## config.mk

```make
export PLATFORM = sky130hd
export DESIGN_NAME = bmem_line_ctrl_flat
export DESIGN_NICKNAME = d
export VERILOG_FILES = /design/src/rtl/bmem_line_ctrl_pkg.sv /design/src/rtl/bmem_line_ctrl_if.sv /design/src/rtl/bmem_line_ctrl_line_beat_buf.sv /design/src/rtl/bmem_line_ctrl.sv /design/src/flat_wrapper.sv
export SDC_FILE = /design/constraint.sdc
export NUM_CORES = 1
export LEC_CHECK = 0
export BUFFER_PORTS_ARGS = -buffer_cell sky130_fd_sc_hd__buf_2
export CAP_MARGIN = 30
export CORE_AREA = 2 2 293 295
export CTS_CLUSTER_DIAMETER = 40
export CTS_CLUSTER_SIZE = 30
export DETAILED_ROUTE_END_ITERATION = 8
export DIE_AREA = 0 0 295 297
export PLACE_DENSITY = 0.64
export SETUP_SLACK_MARGIN = 0.2
export SLEW_MARGIN = 25
export SYNTH_ARGS = -nofsm -noshare
export SYNTH_HDL_FRONTEND = slang
export SYNTH_HIERARCHICAL = 1
export SYNTH_SLANG_ARGS = --single-unit
```

## constraint.sdc

```tcl
create_clock -name clk -period 4.3 [get_ports clk]
set_input_delay 0.86 -clock clk [delete_from_list [all_inputs] [get_ports clk]]
set_output_delay 0.86 -clock clk [all_outputs]
set_load 0.1 [all_outputs]
```

## src/rtl/bmem_line_ctrl_pkg.sv

```systemverilog
// Shared types and constants for the line-to-burst memory controller.
package bmem_ctrl_pkg;

  localparam int BEATS      = 4;
  localparam int BEAT_IDX_W = 2;
  localparam int LINE_OFS_W = 5;

  typedef enum logic [2:0] {
    IDLE,
    WR_BEAT,
    WR_RESP,
    RD_REQ,
    RD_BEAT,
    RD_RESP
  } bmem_state_t;

endpackage

```

## src/rtl/bmem_line_ctrl_if.sv

```systemverilog
// Arbiter-side line bus and memory-side burst bus for bmem_line_ctrl.
interface bmem_arb_if #(parameter int ADDR_W = 32, parameter int LINE_W = 256);
  logic [ADDR_W-1:0] arb_addr;
  logic              arb_read;
  logic              arb_write;
  logic [LINE_W-1:0] arb_wdata;
  logic              arb_ready;
  logic [LINE_W-1:0] arb_rdata;
  logic              arb_rvalid;
  logic              arb_wdone;

  modport master (output arb_addr, arb_read, arb_write, arb_wdata,
                  input  arb_ready, arb_rdata, arb_rvalid, arb_wdone);
  modport slave  (input  arb_addr, arb_read, arb_write, arb_wdata,
                  output arb_ready, arb_rdata, arb_rvalid, arb_wdone);
endinterface

interface bmem_mem_if #(parameter int ADDR_W = 32, parameter int BEAT_W = 64);
  logic [ADDR_W-1:0] mem_addr;
  logic              mem_read;
  logic              mem_write;
  logic [BEAT_W-1:0] mem_wdata;
  logic              mem_ready;
  logic [ADDR_W-1:0] mem_raddr;
  logic [BEAT_W-1:0] mem_rdata;
  logic              mem_rvalid;

  modport master (output mem_addr, mem_read, mem_write, mem_wdata,
                  input  mem_ready, mem_raddr, mem_rdata, mem_rvalid);
  modport slave  (input  mem_addr, mem_read, mem_write, mem_wdata,
                  output mem_ready, mem_raddr, mem_rdata, mem_rvalid);
endinterface

```

## src/rtl/bmem_line_ctrl_line_beat_buf.sv

```systemverilog
// Line buffer: whole-line load for writebacks, beat-indexed fill for reads.
module line_beat_buf
  import bmem_ctrl_pkg::*;
#(
  parameter int LINE_W = 256,
  parameter int BEAT_W = 64
) (
  input  logic                  clk,
  input  logic                  rst_n,
  input  logic                  load,
  input  logic [LINE_W-1:0]     load_line,
  input  logic                  wr_en,
  input  logic [BEAT_IDX_W-1:0] wr_idx,
  input  logic [BEAT_W-1:0]     wr_beat,
  input  logic [BEAT_IDX_W-1:0] rd_idx,
  output logic [BEAT_W-1:0]     rd_beat,
  output logic [LINE_W-1:0]     line_merged
);

  logic [LINE_W-1:0] line_q;

  always_ff @(posedge clk or negedge rst_n) begin
    if (!rst_n) begin
      line_q <= '0;
    end else if (load) begin
      line_q <= load_line;
    end else if (wr_en) begin
      line_q[int'(wr_idx)*BEAT_W +: BEAT_W] <= wr_beat;
    end
  end

  assign rd_beat = line_q[int'(rd_idx)*BEAT_W +: BEAT_W];

  // Line as it will look once the incoming beat lands; lets the last beat go straight out.
  always_comb begin
    line_merged = line_q;
    line_merged[int'(wr_idx)*BEAT_W +: BEAT_W] = wr_beat;
  end

endmodule

```

## src/rtl/bmem_line_ctrl.sv

```systemverilog
// Turns one 256-bit line request into a 4-beat 64-bit memory burst.
// Optional BMEM_RADDR_CHECK_EN: flags read-address mismatches and stray read beats on err.
module bmem_line_ctrl
  import bmem_ctrl_pkg::*;
#(
  parameter int ADDR_W = 32,
  parameter int LINE_W = 256,
  parameter int BEAT_W = 64
) (
  input  logic       clk,
  input  logic       rst_n,
  bmem_arb_if.slave  arb,
  bmem_mem_if.master mem,
  output logic       err
);

  bmem_state_t                    state;
  logic [BEAT_IDX_W-1:0]          cnt;
  logic [ADDR_W-LINE_OFS_W-1:0]   addr_q;
  logic                           mem_read_q;
  logic                           mem_write_q;
  logic                           rvalid_q;
  logic                           wdone_q;
  logic [LINE_W-1:0]              rdata_q;
  logic                           buf_load;
  logic                           buf_wr_en;
  logic [BEAT_W-1:0]              beat_out;
  logic [LINE_W-1:0]              line_merged;
  logic                           last_beat;

  assign buf_load  = (state == IDLE) && arb.arb_write;
  assign buf_wr_en = (state == RD_BEAT) && mem.mem_rvalid;
  assign last_beat = (cnt == BEAT_IDX_W'(BEATS - 1));

  line_beat_buf #(.LINE_W(LINE_W), .BEAT_W(BEAT_W)) u_buf (
    .clk         (clk),
    .rst_n       (rst_n),
    .load        (buf_load),
    .load_line   (arb.arb_wdata),
    .wr_en       (buf_wr_en),
    .wr_idx      (cnt),
    .wr_beat     (mem.mem_rdata),
    .rd_idx      (cnt),
    .rd_beat     (beat_out),
    .line_merged (line_merged)
  );

  // Write wins over read in IDLE; the arbiter re-presents a dropped read.
  always_ff @(posedge clk or negedge rst_n) begin
    if (!rst_n) begin
      state       <= IDLE;
      cnt         <= '0;
      addr_q      <= '0;
      mem_read_q  <= 1'b0;
      mem_write_q <= 1'b0;
      rvalid_q    <= 1'b0;
      wdone_q     <= 1'b0;
      rdata_q     <= '0;
    end else begin
      rvalid_q <= 1'b0;
      wdone_q  <= 1'b0;
      case (state)
        IDLE: begin
          if (arb.arb_write) begin
            addr_q      <= arb.arb_addr[ADDR_W-1:LINE_OFS_W];
            mem_write_q <= 1'b1;
            state       <= WR_BEAT;
          end else if (arb.arb_read) begin
            addr_q     <= arb.arb_addr[ADDR_W-1:LINE_OFS_W];
            mem_read_q <= 1'b1;
            state      <= RD_REQ;
          end
        end
        WR_BEAT: begin
          if (mem.mem_ready) begin
            cnt <= cnt + 1'b1;
            if (last_beat) begin
              mem_write_q <= 1'b0;
              wdone_q     <= 1'b1;
              state       <= WR_RESP;
            end
          end
        end
        WR_RESP: begin
          cnt   <= '0;
          state <= IDLE;
        end
        RD_REQ: begin
          if (mem.mem_ready) begin
            mem_read_q <= 1'b0;
            state      <= RD_BEAT;
          end
        end
        RD_BEAT: begin
          if (mem.mem_rvalid) begin
            cnt <= cnt + 1'b1;
            if (last_beat) begin
              rdata_q  <= line_merged;
              rvalid_q <= 1'b1;
              state    <= RD_RESP;
            end
          end
        end
        RD_RESP: begin
          state <= IDLE;
        end
        default: begin
          state <= IDLE;
        end
      endcase
    end
  end

  assign arb.arb_ready  = (state == IDLE);
  assign arb.arb_rdata  = rdata_q;
  assign arb.arb_rvalid = rvalid_q;
  assign arb.arb_wdone  = wdone_q;

  assign mem.mem_addr  = {addr_q, {LINE_OFS_W{1'b0}}};
  assign mem.mem_read  = mem_read_q;
  assign mem.mem_write = mem_write_q;
  assign mem.mem_wdata = mem_write_q ? beat_out : '0;

  logic unused_ofs;
  assign unused_ofs = ^arb.arb_addr[LINE_OFS_W-1:0];

`ifdef BMEM_RADDR_CHECK_EN
  // Sticky: data is still stored and the burst completes even after a fault.
  always_ff @(posedge clk or negedge rst_n) begin
    if (!rst_n) begin
      err <= 1'b0;
    end else if (mem.mem_rvalid &&
                 ((state != RD_BEAT) ||
                  (mem.mem_raddr != {addr_q, {LINE_OFS_W{1'b0}}}))) begin
      err <= 1'b1;
    end
  end
`else
  logic unused_raddr;
  assign unused_raddr = ^mem.mem_raddr;
  assign err = 1'b0;
`endif

endmodule

```

## src/flat_wrapper.sv

```systemverilog
// flat-port wrapper written by rule: the top's interface ports become plain ports
module bmem_line_ctrl_flat import bmem_ctrl_pkg::*;
#(
  parameter int ADDR_W = 32,
  parameter int LINE_W = 256,
  parameter int BEAT_W = 64
)
  (clk, rst_n, err, arb_arb_addr, arb_arb_read, arb_arb_write, arb_arb_wdata, arb_arb_ready, arb_arb_rdata, arb_arb_rvalid, arb_arb_wdone, mem_mem_addr, mem_mem_read, mem_mem_write, mem_mem_wdata, mem_mem_ready, mem_mem_raddr, mem_mem_rdata, mem_mem_rvalid);
  bmem_arb_if #(.ADDR_W(ADDR_W), .LINE_W(LINE_W)) arb_i ();
  bmem_mem_if #(.ADDR_W(ADDR_W), .BEAT_W(BEAT_W)) mem_i ();
  input  logic clk;
  input  logic rst_n;
  output logic err;
  input wire logic [$bits(arb_i.arb_addr)-1:0] arb_arb_addr;
  input wire logic [$bits(arb_i.arb_read)-1:0] arb_arb_read;
  input wire logic [$bits(arb_i.arb_write)-1:0] arb_arb_write;
  input wire logic [$bits(arb_i.arb_wdata)-1:0] arb_arb_wdata;
  output wire logic [$bits(arb_i.arb_ready)-1:0] arb_arb_ready;
  output wire logic [$bits(arb_i.arb_rdata)-1:0] arb_arb_rdata;
  output wire logic [$bits(arb_i.arb_rvalid)-1:0] arb_arb_rvalid;
  output wire logic [$bits(arb_i.arb_wdone)-1:0] arb_arb_wdone;
  output wire logic [$bits(mem_i.mem_addr)-1:0] mem_mem_addr;
  output wire logic [$bits(mem_i.mem_read)-1:0] mem_mem_read;
  output wire logic [$bits(mem_i.mem_write)-1:0] mem_mem_write;
  output wire logic [$bits(mem_i.mem_wdata)-1:0] mem_mem_wdata;
  input wire logic [$bits(mem_i.mem_ready)-1:0] mem_mem_ready;
  input wire logic [$bits(mem_i.mem_raddr)-1:0] mem_mem_raddr;
  input wire logic [$bits(mem_i.mem_rdata)-1:0] mem_mem_rdata;
  input wire logic [$bits(mem_i.mem_rvalid)-1:0] mem_mem_rvalid;
  assign arb_i.arb_addr = arb_arb_addr;
  assign arb_i.arb_read = arb_arb_read;
  assign arb_i.arb_write = arb_arb_write;
  assign arb_i.arb_wdata = arb_arb_wdata;
  assign arb_arb_ready = arb_i.arb_ready;
  assign arb_arb_rdata = arb_i.arb_rdata;
  assign arb_arb_rvalid = arb_i.arb_rvalid;
  assign arb_arb_wdone = arb_i.arb_wdone;
  assign mem_mem_addr = mem_i.mem_addr;
  assign mem_mem_read = mem_i.mem_read;
  assign mem_mem_write = mem_i.mem_write;
  assign mem_mem_wdata = mem_i.mem_wdata;
  assign mem_i.mem_ready = mem_mem_ready;
  assign mem_i.mem_raddr = mem_mem_raddr;
  assign mem_i.mem_rdata = mem_mem_rdata;
  assign mem_i.mem_rvalid = mem_mem_rvalid;
  bmem_line_ctrl #(.ADDR_W(ADDR_W), .LINE_W(LINE_W), .BEAT_W(BEAT_W)) u_core (.clk(clk), .rst_n(rst_n), .arb(arb_i), .mem(mem_i), .err(err));
endmodule
```

======== Yosys cells after proc, flatten, opt, wreduce, memory -nomap -nowiden ========
Cells that the tools add are included.
operators by class
  add/sub/neg operators ................... 2
  equality and inequality tests ........... 14
  shift operators ......................... 3
  mux-type cells .......................... 30
  reduce and logical (&&, ||, !) cells .... 14
operator list
  cell                       number
  $mux 256                   2
  $bwmux 256                 1
  $shift 64x33->256 const A  1
  $shiftx 256x9->64          1
  $shiftx 64x33->256         1
  $mux 64                    1
  $mux 27                    2
  $neg 8->33                 1
  $mux 3                     7
  $ne 2x2->1 const B         6
  $pmux 3 s4                 1
  $mux 1                     11
  $reduce_and 4->1           2
  $reduce_bool 2->1          4
  $eq 3x2->1 const B         2
  $pmux 2 s3                 1
  $reduce_and 3->1           2
  $reduce_and 6->1           1
  $mux 2                     2
  $ne 2x1->1 const B         2
  $pmux 1 s2                 2
  $eq 3x1->1 const B         1
  $eq 3x3->1 const B         1
  $logic_not 3->1            1
  6 further kinds            7
storage, ports and cells
  bits in registers ....................... 548
  input port bits ......................... 390
  output and inout bits ................... 358
  logic and storage cells ................. 72

======== Longest topological paths before layout ========
  depth in word-level cells ............... 5
  depth in mapped cells ................... 10
  depth with buffers taken out ............ 6

======== Cells and area by module ========
Netlist, hierarchy kept.
by module, submodules not included
  module          instances  cells an instance  area each (µm²)
  line_beat_buf   1          1,634              15,990.3
  bmem_line_ctrl  1          728                12,537.0

======== Least setup slack after synthesis ========
OpenSTA, ideal clock, no wires.
  kind .................................... register to output
  start ................................... register u_core.mem_write_q (netlist: u_core/mem.mem_write)
  end ..................................... output port mem_mem_wdata[0]
  arrival ................................. 2.201 ns
  required time ........................... 3.440 ns
  setup slack ............................. 1.239 ns
  cell stages (with the launch flop) ...... 4
  path buffers ............................ 2
  path through ............................ dfrtp_1 > clkbuf_1 > clkbuf_1 > and2_1
between the ends
  cells in the longest elaborated chain, start to end .. 1
RTL lines
  what                      line                   source
  start: declaration        bmem_line_ctrl.sv:21   logic mem_write_q;
  start signal: assignment  bmem_line_ctrl.sv:55   mem_write_q <= 1'b0;
  start signal: assignment  bmem_line_ctrl.sv:66   mem_write_q <= 1'b1;
  start signal: assignment  bmem_line_ctrl.sv:78   mem_write_q <= 1'b0;
  $mux 64                   bmem_line_ctrl.sv:122  assign mem.mem_wdata = mem_write_q ? beat_out : '0;
  end: declaration          flat_wrapper.sv:25     output wire logic [$bits(mem_i.mem_wdata)-1:0] mem_mem_wdata;
No other way between the ends.

======== Worst setup path in the final report ========
  start ................................... register u_core.cnt[0]
  end ..................................... output port mem_mem_wdata[28]
between the ends
  cells in the longest elaborated chain, start to end .. 2
RTL lines
  what                      line                                source
  start: declaration        bmem_line_ctrl.sv:18                logic [BEAT_IDX_W-1:0] cnt;
  start signal: assignment  bmem_line_ctrl.sv:76                cnt <= cnt + 1'b1;
  start signal: assignment  bmem_line_ctrl.sv:96                cnt <= cnt + 1'b1;
  $shiftx 256x9->64         bmem_line_ctrl_line_beat_buf.sv:32  assign rd_beat = line_q[int'(rd_idx)*BEAT_W +: BEAT_W];
  via u_core.beat_out[28]   bmem_line_ctrl.sv:27                logic [BEAT_W-1:0] beat_out;
  $mux 64                   bmem_line_ctrl.sv:122
The timed path passes the listed nets, and every way through them passes these cells.

==> impl_metrics.py <==
metrics = {
    "floorplanning": {
        "start_util": 0.338,
        "core_sq_um": 84500,
        "dieArea_sq_um": 87600,
        "die_y_microns": 297,
        "pin_count": 748,
        "die_x_microns": 295,
        "num_rows": 107,
    },
    "synthesis": {
        "synth_common_cells": "548 x dfrtp_1, 318 x nand2_1, 286 x a22o_1, 200 x mux2_4, 100 x clkbuf_1",
        "synthCells": 2362,
        "yosysSeqAreaShare": 0.481,
        "yosys.area.top_type": "dfrtp_1",
        "synthTopCellsByArea": "dfrtp_1 48%, mux2_4 11%, a22o_1 8.8%, mux4_2 5.1%, nand2_1 4.2%",
        "synth.distinct_cells": 48,
        "syn_area_sq_um": 28500,
        "post-synth-top-count-cell": "dfrtp_1",
        "synth.avg_cell_area_sq_um": 12.1,
        "synth_seq_cells": 548,
        "ys.flop_type": "dfrtp_1",
        "synth_top_area_share": 0.481,
        "synth_edf_count": 0,
        "ys.warnings.count": 6,
        "async_flop_share": 1.00,
    },
    "setup_path": {
        "crit_end": "mem_mem_wdata[28]",
        "crit_required_ns": 3.44,
        "reg2reg_slack_ns": 0.98,
        "r2r_start": "u_core/cnt[0]$_DFFE_PN0P_",
        "rr_endpoint": "u_core/u_buf/line_q[35]$_DFFE_PN0P_",
        "critical_path.cell_chain": "buf_4 -> mux4_2 -> and2_1 -> buf_2",
        "worstPathMaxFanout": 20,
        "startpoint_type": "flip-flop",
        "worst-setup-path-type": "flip-flop to output port",
        "cp.arrival_ns": 2.96,
        "critical-path-top-delay-family": "flip-flops",
        "rr_worst_depth": 8,
        "crit_slowest_cell": "dfrtp_4",
        "crit_path_start": "u_core/cnt[0]$_DFFE_PN0P_",
        "crit_buf_inv": 2,
        "max_stage_delay_ns": 0.77,
        "worstSetupEndpointType": "output port",
        "cp.depth": 4,
    },
    "worst_hold_path": {
        "hold_path_class": "input port to async pin",
    },
    "route": {
        "drtPass1Iterations": 5,
        "m1WireLength_microns": 43700,
        "drcViolationCount": 0,
        "route.met3.wl_microns": 10200,
        "top_layer_used": "met5",
        "vias_per_cell": 5.55,
        "first_iter_violations": 1984,
        "post_drt_wl_per_cell_microns": 26.0,
        "ant_nets": 0,
        "vias": 23379,
        "wl_met2_microns": 50800,
        "routed_wl_microns": 109000,
    },
    "cells_and_area": {
        "area_growth_pct": 27.2,
        "nets": 3365,
        "stdcell_area_sq_um": 36300,
        "fillers": 7963,
        "drive_above_1_share": 0.428,
    },
    "sta": {
        "worst_pin_slew_ns": 1.02,
        "setup_tns_ns": 0,
        "period_share": 0.889,
        "fin_worst_skew_ns": 0.0291,
        "hold_viol": 0,
        "grt_setup_unrepaired": "no",
        "fmax_ghz": 0.262,
        "min_period_ns": 3.82,
        "finalSetupViolCount": 0,
        "final-max-slew-violation-count": 0,
        "maxSlewHeadroom": 0.322,
    },
    "clocking": {
        "ctsHoldBuffers": 0,
        "ctsRootBufferMaster": "clkbuf_16",
        "numClockSinks": 548,
        "cts_buffer_depth": 3,
        "htree_levels": 3,
        "insertion_delay_ns": 0.68,
        "clk_pin_slew_ns": 0.05,
        "cts_tree": "yes",
        "cts_buffers": 98,
    },
    "placed_design": {
        "gp_congestion": 0.854,
        "io_buffers": 704,
        "place_area_sq_um": 32600,
        "dp_hpwl_microns": 70400,
    },
    "grt": {
        "grt_max_degree": 130,
        "grt_overflow": 0,
        "grt_pass1_vias": 23728,
        "groute.usage.overall": 0.242,
        "antenna_found_initial": 27,
        "grt_pass1_wl_microns": 159000,
    },
    "job": {
        "maxCapViolations": 0,
    },
    "status": {
        "outcome": "finished clean",
    },
    "pwr": {
        "power.leakage_uw": 0.0187,
        "ir_drop_v": 0.000601,
        "p_per_area_nw_per_um2": 934,
    },
}
==> state kept, by name, indices dropped and copies added, names as in the netlist <==
register,cells
u_core/arb.arb_rvalid,1
u_core/arb.arb_wdone,1
u_core/mem.mem_read,1
u_core/mem.mem_write,1
u_core/arb.arb_rdata,256
u_core/u_buf/line_q,256
u_core/cnt,2
u_core/state,3
u_core/addr_q,27
==> worst register-to-register path, cell delays in order, from the launching register on <==
cell	delay (ns)
dfrtp_4	0.68
buf_12	0.27
inv_1	0.19
ha_4	0.52
buf_4	0.72
a21oi_4	0.18
buf_12	0.27
a22oi_1	0.29
nand2_1	0.08
==> kinds of logic after synthesis <==
family / synth area share
other cells: 0.000131
fa+ha+maj: 0.00263
simple gates: 0.0792
flops: 0.481
mux: 0.189
compound gates: 0.174
buf+inv: 0.0745
==> repair_timing <==
item | CTS | global route
buffers inserted | 0 | 1
gates resized for setup | 0 | 0
setup endpoints to repair | 0 | 20
==> stage by stage <==
stage	power, uW	worst slack, ns	hold slack [ns]	instances	util
3_5_place_dp	25400	0.938	0.471	4012	0.386
5_1_grt	35200	0.326	0.309	4210	0.429
6_report	33900	0.477	0.266	4216	0.430
3_3_place_gp	25200	0.920	0.464	4012	0.386
2_1_floorplan	21400	1.24	0.456	2367	-
4_1_cts	33900	0.202	0.273	4197	0.429
==> layer usage <==
metal	GRT usage	vias to the layer above
met4	0.106	24
met3	0.0705	294
li1	-	9898
met1	0.309	11882
met5	0	-
met2	0.380	1281
==> where the power goes <==
group	internal, uW	switching [uW]
sequential	6800	1480
clock	5490	2940
combinational	4780	12400
total	17100	16800
==> area by class of cell <==
| type | count | area [sq um] | area share |
|---|---|---|---|
| Antenna cell | 18 | 45.0 | 0.00124 |
| Clock buffer | 120 | 2680 | 0.0737 |
| Clock inverter | 65 | 908 | 0.0250 |
| Inverter | 72 | 275 | 0.00758 |
| Multi-Input combinational cell | 1471 | 12800 | 0.353 |
| Sequential cell | 548 | 13700 | 0.378 |
| Tap cell | 1144 | 1430 | 0.0394 |
| Timing Repair Buffer | 778 | 4430 | 0.122 |
==> how the worst min path moves through the flow <==
stage                                               from                                   end  cells past startpoint
floorplan           u_core/u_buf/line_q[241]$_DFFE_PN0P_  u_core/u_buf/line_q[241]$_DFFE_PN0P_                      2
global placement           u_core/addr_q[23]$_DFFE_PN0P_         u_core/addr_q[23]$_DFFE_PN0P_                      1
detailed placement         u_core/addr_q[23]$_DFFE_PN0P_         u_core/addr_q[23]$_DFFE_PN0P_                      1
CTS                                                rst_n          u_core/addr_q[7]$_DFFE_PN0P_                      1
global route                                       rst_n          u_core/addr_q[7]$_DFFE_PN0P_                      1
finish                                             rst_n          u_core/addr_q[7]$_DFFE_PN0P_                      1
==> cell usage in the layout (no fill, tap or decap), types with 69 or more instances in the layout <==
cell / count
mux2_4: 200
inv_1: 69
dfrtp_1: 545
a22o_1: 286
nand2_1: 318
a32oi_1: 89
buf_2: 703
a22oi_1: 73
nand3_1: 76
clkbuf_16: 98
a21o_1: 95
Power figures use the tool's default switching activity.
